===== src/rtl/l2bus_pkg.sv =====
// l2bus_pkg: shared L2 coherence bus command encodings, widths and FSM states
package l2bus_pkg;
    localparam int L2BUS_BEATW  = 3;
    localparam int CMD_DATA_BIT = 2;
    localparam int L2BUS_TAGW   = 8;
    localparam int L2BUS_ADDRW  = 40;

    typedef enum logic [2:0] {
        CMD_NOP       = 3'd0,
        CMD_READ      = 3'd1,
        CMD_RWITM     = 3'd2,
        CMD_INVAL     = 3'd3,
        CMD_WRITEBACK = 3'd4,
        CMD_RDATA     = 3'd5
    } cmd_t;

    typedef enum logic {ST_IDLE, ST_XFER} state_t;

    function automatic logic cmd_is_data(input logic [2:0] c);
        return c[CMD_DATA_BIT];
    endfunction
endpackage


===== src/rtl/rr_pick.sv =====
// rr_pick: combinational round-robin picker, search starts at ptr and wraps
module rr_pick import l2bus_pkg::*; #(
    parameter int N  = 4,
    parameter int PW = (N > 1) ? $clog2(N) : 1
) (
    input  logic [N-1:0]  req,
    input  logic [PW-1:0] ptr,
    output logic [N-1:0]  gnt,
    output logic          valid
);
    always_comb begin
        gnt   = '0;
        valid = 1'b0;
        for (int k = 0; k < N; k++) begin
            if (!valid && req[(k + int'(ptr)) % N]) begin
                gnt[(k + int'(ptr)) % N] = 1'b1;
                valid = 1'b1;
            end
        end
    end
endmodule


===== src/rtl/l2bus_arbiter.sv =====
// l2bus_arbiter: round-robin L2 bus arbiter holding each grant for its command's beat count
module l2bus_arbiter import l2bus_pkg::*; #(
    parameter int NREQ  = 4,
    parameter int BEATW = L2BUS_BEATW
) (
    input  logic              clk,
    input  logic              rst,
    input  logic [NREQ-1:0]   req,
    input  logic [NREQ*3-1:0] req_cmd,
    input  logic              bus_nack,
    output logic [NREQ-1:0]   grant,
    output logic              bus_valid,
    output logic [BEATW-1:0]  bus_beat,
    output logic              bus_last,
    output logic              busy
);
    localparam int PW = $clog2(NREQ);

    state_t            st, st_n;
    logic [NREQ-1:0]   grant_n, pick;
    logic              pick_v, win_data, xfer_end, arb;
    logic [BEATW-1:0]  beat, beat_n, len_m1, len_m1_n;
    logic [PW-1:0]     ptr, ptr_n, win_idx;

    rr_pick #(.N(NREQ), .PW(PW)) u_pick (
        .req   (req),
        .ptr   (ptr),
        .gnt   (pick),
        .valid (pick_v)
    );

    always_comb begin
        win_idx  = '0;
        win_data = 1'b0;
        for (int i = 0; i < NREQ; i++) begin
            if (pick[i]) begin
                win_idx  = PW'(i);
                win_data = cmd_is_data(req_cmd[3*i +: 3]);
            end
        end
    end

    always_ff @(posedge clk) begin
        if (!rst) begin
            st     <= ST_IDLE;
            grant  <= '0;
            beat   <= '0;
            len_m1 <= '0;
            ptr    <= '0;
        end else begin
            st     <= st_n;
            grant  <= grant_n;
            beat   <= beat_n;
            len_m1 <= len_m1_n;
            ptr    <= ptr_n;
        end
    end

    always_comb begin
        xfer_end = (st == ST_XFER) && ((beat == len_m1) || bus_nack);
        arb      = (st == ST_IDLE) || xfer_end;
        st_n     = arb ? (pick_v ? ST_XFER : ST_IDLE) : st;
        grant_n  = arb ? pick : grant;
        beat_n   = (arb || st != ST_XFER) ? '0 : beat + 1'b1;
        len_m1_n = arb ? ((pick_v && win_data) ? '1 : '0) : len_m1;
        ptr_n    = (arb && pick_v) ? ((win_idx == PW'(NREQ - 1)) ? '0 : win_idx + 1'b1) : ptr;
    end

    always_comb begin
        bus_valid = |grant;
        bus_beat  = beat;
        bus_last  = (st == ST_XFER) && (beat == len_m1);
        busy      = (st == ST_XFER);
    end
endmodule


===== config.mk =====
export PLATFORM = sky130hd
export DESIGN_NAME = l2bus_arbiter
export DESIGN_NICKNAME = d
export VERILOG_FILES = /design/src/rtl/l2bus_pkg.sv /design/src/rtl/rr_pick.sv /design/src/rtl/l2bus_arbiter.sv
export SDC_FILE = /design/constraint.sdc
export NUM_CORES = 1
export LEC_CHECK = 0
export ABC_AREA = 1
export CELL_PAD_IN_SITES_DETAIL_PLACEMENT = 0
export CELL_PAD_IN_SITES_GLOBAL_PLACEMENT = 2
export CORE_UTILIZATION = 25
export CTS_BUF_LIST = sky130_fd_sc_hd__clkbuf_16
export DETAILED_ROUTE_END_ITERATION = 10
export PLACE_DENSITY_LB_ADDON = 0.1
export SYNTH_ARGS = -nofsm -noshare
export SYNTH_HDL_FRONTEND = slang
export SYNTH_SLANG_ARGS = --single-unit

===== constraint.sdc =====
create_clock -name clk -period 5.8 [get_ports clk]
set_input_delay 1.16 -clock clk [delete_from_list [all_inputs] [get_ports clk]]
set_output_delay 1.16 -clock clk [all_outputs]
set_load 0.02 [all_outputs]

# After elaboration in Yosys (flattened, before gate mapping)

Cells that the tools add are included.

Add/sub/neg operators: 5
Order comparisons: 8
Equality and inequality tests: 2
Multiplexer cells: 37
Bitwise logic cells: 8
Reductions and logical operators: 22

Operators with widths:

| operator                                                               | number |
|---|---|
| 1-bit 2-to-1 mux                                                       | 21 |
| 4-bit 2-to-1 mux                                                       | 4 |
| 3-bit by 4-bit < comparator with 1-bit output (second input constant)  | 3 |
| 4-bit bitwise OR                                                       | 3 |
| 1-bit logical AND                                                      | 11 |
| 3-bit by 1-bit >= comparator with 1-bit output (second input constant) | 3 |
| 1-bit binary-select mux with 2-bit select                              | 4 |
| 1-bit demux with 2-bit select                                          | 4 |
| 2-bit OR reduction                                                     | 4 |
| 2-bit 2-to-1 mux                                                       | 3 |
| 2-bit adder (first input constant)                                     | 2 |
| 4-bit OR reduction                                                     | 1 |
| 3-bit by 1-bit adder with 3-bit output (second input constant)         | 1 |
| 1-bit bitwise AND (first input constant)                               | 3 |
| 3-bit equality test                                                    | 1 |
| 1-bit logical NOT                                                      | 3 |
| 1-bit logical OR                                                       | 3 |
| 2-bit by 3-bit < comparator with 1-bit output (second input constant)  | 1 |
| 3-bit 2-to-1 mux                                                       | 1 |
| 1-bit by 2-bit adder with 2-bit output (first input constant)          | 1 |
| 2-bit by 1-bit adder with 2-bit output (second input constant)         | 1 |
| 2-bit equality test (second input constant)                            | 1 |
| 2-bit by 1-bit >= comparator with 1-bit output (second input constant) | 1 |
| 1-bit NOT                                                              | 2 |

Register bits: 13
Word-level logic and storage cells: 87

# Longest topological paths before layout

Depth after elaboration: 20
Gate-level depth with buffers: 15

# By module

A second synthesis with hierarchy kept.

Cells, all modules: 153
Area, all modules: 983.4 um^2

Modules (own cells, without submodules):

| module        | instances | cells each | area an instance (um^2) |
|---|---|---|---|
| l2bus_arbiter | 1         | 77         | 564.3 |
| rr_pick       | 1         | 76         | 419.2 |

# Worst setup path after synthesis

OpenSTA, ideal clock, no wires.

Path type: input-to-reg
From: input req[1]
To: register len_m1[1]
Arrival time: 2100 ps
Path slack: 3587 ps
Cell stages on the path: 14
Path buffers: 0
Path through: nand2_1 nand3_2 nand2_4 inv_2 nand2_2 nand2_1 nor2_1 nand2_1 nor2_1 nand2_1 nand3_1 nand2_1 nand2_1 nand2_1

Word-level cells in the longest chain between the ends: 18
Elaborated cells on any way between the ends: 34
Classes of those cells: 24 x mux; 3 x bitwise; 7 x reduce/logical

RTL lines:

| what                                      | line                | text |
|---|---|---|
| start, declared                           | l2bus_arbiter.sv:8  | `input logic [NREQ-1:0] req,` |
| 1-bit binary-select mux with 2-bit select | rr_pick.sv:15       | `if (!valid && req[(k + int'(ptr)) % N]) begin` |
| 1-bit 2-to-1 mux (not written as such)    | rr_pick.sv:15       |  |
| 1-bit 2-to-1 mux                          | rr_pick.sv:15       |  |
| 1-bit logical NOT                         | rr_pick.sv:15       |  |
| 1-bit logical AND                         | rr_pick.sv:15       |  |
| 1-bit 2-to-1 mux                          | rr_pick.sv:15       |  |
| 1-bit logical NOT                         | rr_pick.sv:15       |  |
| 1-bit logical AND                         | rr_pick.sv:15       |  |
| 1-bit 2-to-1 mux                          | rr_pick.sv:15       |  |
| 1-bit logical NOT                         | rr_pick.sv:15       |  |
| 1-bit logical AND                         | rr_pick.sv:15       |  |
| 4-bit 2-to-1 mux                          | rr_pick.sv:15       |  |
| 1-bit 2-to-1 mux (4 in series)            | l2bus_arbiter.sv:36 | `if (pick[i]) begin` |
| 1-bit logical AND *                       | l2bus_arbiter.sv:65 | `len_m1_n = arb ? ((pick_v && win_data) ? '1 : '0) : len_m1;` |
| 3-bit 2-to-1 mux *                        | l2bus_arbiter.sv:65 |  |
| end signal, assigned                      | l2bus_arbiter.sv:54 | `len_m1 <= len_m1_n;` |
| end, declared                             | l2bus_arbiter.sv:22 | `logic [BEATW-1:0] beat, beat_n, len_m1, len_m1_n;` |

Every way passes the cells marked *; elsewhere a longest branch is shown, timed or not. The select of a mux whose other input is x is not followed.
A chain may end at the register's enable or synchronous reset.

# Final worst setup path

From: input req[2]
To: register len_m1[1]

The elaborated chain is that of the path after synthesis.

==> impl_results.md <==
- Post-Route WL: 2.26 mm
- Uppermost routed layer: met4
- Post-synth top flop: dfxtp_1
- TritonCTS clock tree: yes
- Period minus WS final: 2720 ps
- Final period util: 46.8%
- Residual DRC: 0
- Crit path kind: in2reg
- Placed cell area: 0.00118 mm^2
- Yosys cell types: 18
- Initial Utilization: between 20% and 30%
- First-pass GRT wire length: 4.23 mm
- Wl on met1: roughly 1.2 mm
- Largest net degree at the start of global routing: 12
- Worst R2R End: len_m1[1]
- Via density: 4.36
- Max Freq: 368 MHz
- Diode count: 0
- Core footprint: 0.00344 mm^2
- Met3 wire length: 111 um
- Htree depth: 1
- Worst Setup SP: req[2]
- Die X: 62.9 um
- Clock Tree Buf Depth: 2
- Total CTS buffers: 3
- Vias: ~970
- Slowest CP cell: clkdlybuf4s50_1
- Peak VDD IR: 0.174 mV
- Worst R2R Setup Slack: around 3400 ps
- CP endpoint: len_m1[1]
- Number of synthesized flops with an enable pin: 0
- CTS root buffer: clkbuf_16
- Cell area after synthesis: 927 um^2
- R2R Path Start: ptr[0]
- Layout area overhead: 36.3%
- Async SR Flop Fraction: 0%
- Worst-Skew Late Latency: between 200 and 250 ps
- Final Util: between 30% and 40%
- Clk_skew: between 4 and 5 ps
- Mapped Avg Cell Area: 6.10 um^2
- Layout net count: 205
- RD Place Congestion: 0.781
- Die Ht: 62.9 um
- Most frequent CP cell: nand2_1
- Remaining Overflow, GRT: 0
- Met2 wire len: 945 um
- Max incr delay on CP: about 500 ps
- Cells after DPL: approximately 220
- Clk sinks: 11
- I/O pin cnt: 29
- Hold_sp: bus_beat[0]
- Slew headroom: 70.4%
- CP required: 5930 ps
- Final-report setup violation count: 0
- Leak: 0.604 nW
- Clk slew on worst S/H paths: ~40 ps
- Power density cells: 507 mW/mm^2
- Status: finished clean
- Post-CTS sizing: 0
- Worst setup EP type: flip-flop
- I/O Buffers: 20
- Post-CTS Setup Inserts: 0
- # hold bufs at CTS: 0
- Routed len/inst: 10.2 um
- Maxcap violations: 0
- Final hold violation count: 0
- Vias in the first global route: approximately 940
- Fillers: ~370
- Total GRT Usage: 13.4%
- Share of layout cells above drive strength 1: 8.52%
- Net Count, Synth: 180
- Die area: 0.00396 mm^2
- Post-Layout Cell Count: 222
- Syn. warnings: 0
- Crit path max fanout: 4
- RSZ-0062 raised after global routing: no
- Setup TNS: 0 ps
- Least-Margin Pin Slew: 444 ps
- #FFs+latches synth: 11
- Hold Path Class: reg2reg
- R2r worst-path depth: 15
- Post-route cell area: 0.00126 mm^2
- HPWL after detailed placement: between 1.5 and 2 mm
- Row count: 21
- Startpoint Class: primary input
- Sequential cell area fraction in the yosys report: between 20% and 30%
- Initial antenna violation count: 0
- CP cell instances: clkdlybuf4s50_1 > nand2_1 > nand2_1 > nand2_1 > nand2_1 > nand4_1 > inv_1 > nand2_1 > nand2_1 > inv_1 > nor2_1 > nor3_1 > nand2_1 > nand2_1
- Antenna Violating Nets Remaining: 0
- Crit path DAT: approximately 2800 ps
- Initial DRT Pass Iterations: 4
- Total Power: approximately 0.64 mW
- Slew Limit Fails: 0
- Initial DRC Count: 50
- Mapped Cells: ~150
==> layer usage <==
layer | global-route usage (%) | up-vias
met5 | 0 | -
li1 | - | 529
met2 | 19.5 | 24
met4 | 2.62 | 0
met3 | 2.74 | 2
met1 | 19.9 | 412
==> cell families after synthesis <==
| group | share of synthesized area, % |
|---|---|
| compound gates | 8.23 |
| xor+xnor | 0.945 |
| fa+ha+maj | 12.1 |
| buf+inv | 10.1 |
| flops | 23.8 |
| simple gates | 44.8 |
==> synthesized netlist by cell type, types with 2 or more instances <==
cell / count / area [um^2]
nand2_1: 46 / 173
nand3_1: 15 / 75.1
o21ai_0: 6 / 30.0
inv_1: 23 / 86.3
ha_1: 9 / 113
o22ai_1: 3 / 18.8
nor2_1: 19 / 71.3
nand3_2: 3 / 30.0
a21oi_1: 3 / 15.0
nand4_1: 3 / 18.8
nand2_2: 4 / 25.0
dfxtp_1: 11 / 220
inv_2: 2 / 7.51
==> flip-flops by register name, indices dropped and copies added, names as in the netlist <==
name	cells
grant	4
bus_beat	3
busy	1
len_m1	1
ptr	2
==> stage by stage <==
step                setup WS (ps)  hold WS (ps)
floorplan                    3590           440
global placement             2820           457
detailed placement           2830           463
CTS                          3070           470
global route                 2810           507
finish                       3080           462
==> cell usage in the layout (no fill, tap or decap) <==
master / count
a21oi_1: 3
clkbuf_16: 3
clkdlybuf4s50_1: 20
dfxtp_1: 11
ha_1: 9
inv_1: 24
inv_2: 2
nand2_1: 46
nand2_2: 4
nand2_4: 1
nand3_1: 15
nand3_2: 3
nand4_1: 3
nor2_1: 19
nor2_2: 1
nor3_1: 1
o21ai_0: 6
o22ai_1: 3
o31ai_2: 1
xnor2_1: 1
==> cell type report <==
type | count | area (um^2) | area share, %
inverter | 25 | 93.8 | 7.43
clock inverter | 1 | 3.75 | 0.297
tap | 46 | 57.6 | 4.55
sequential | 11 | 220 | 17.4
multi-input combinational | 116 | 613 | 48.5
timing repair buffer | 20 | 200 | 15.8
clock buffer | 3 | 75.1 | 5.94
==> worst max-delay path: cells and delay by family <==
kind / cells / cell delay, ps
and+or+nand+nor: 11 / 990
buffers and inverters: 3 / 700
==> how the worst min path moves through the flow <==
stage / endpoint / slack [ps] / cells past startpoint
3_5_place_dp: bus_beat[0] / 460 / 1
5_1_grt: bus_beat[0] / 510 / 1
6_report: bus_beat[0] / 460 / 1
4_1_cts: bus_beat[0] / 470 / 1
2_1_floorplan: len_m1[1] / 440 / 2
3_3_place_gp: bus_beat[0] / 460 / 1
==> power breakdown <==
| group | leakage [nW] | total, mW | switching (mW) | internal [mW] |
|---|---|---|---|---|
| Combinational | 0.472 | 0.392 | 0.248 | 0.145 |
| Clock | 0.0423 | 0.124 | 0.0333 | 0.0904 |
| Sequential | 0.0903 | 0.124 | 0.0260 | 0.0980 |
Power figures use the tool's default switching activity.
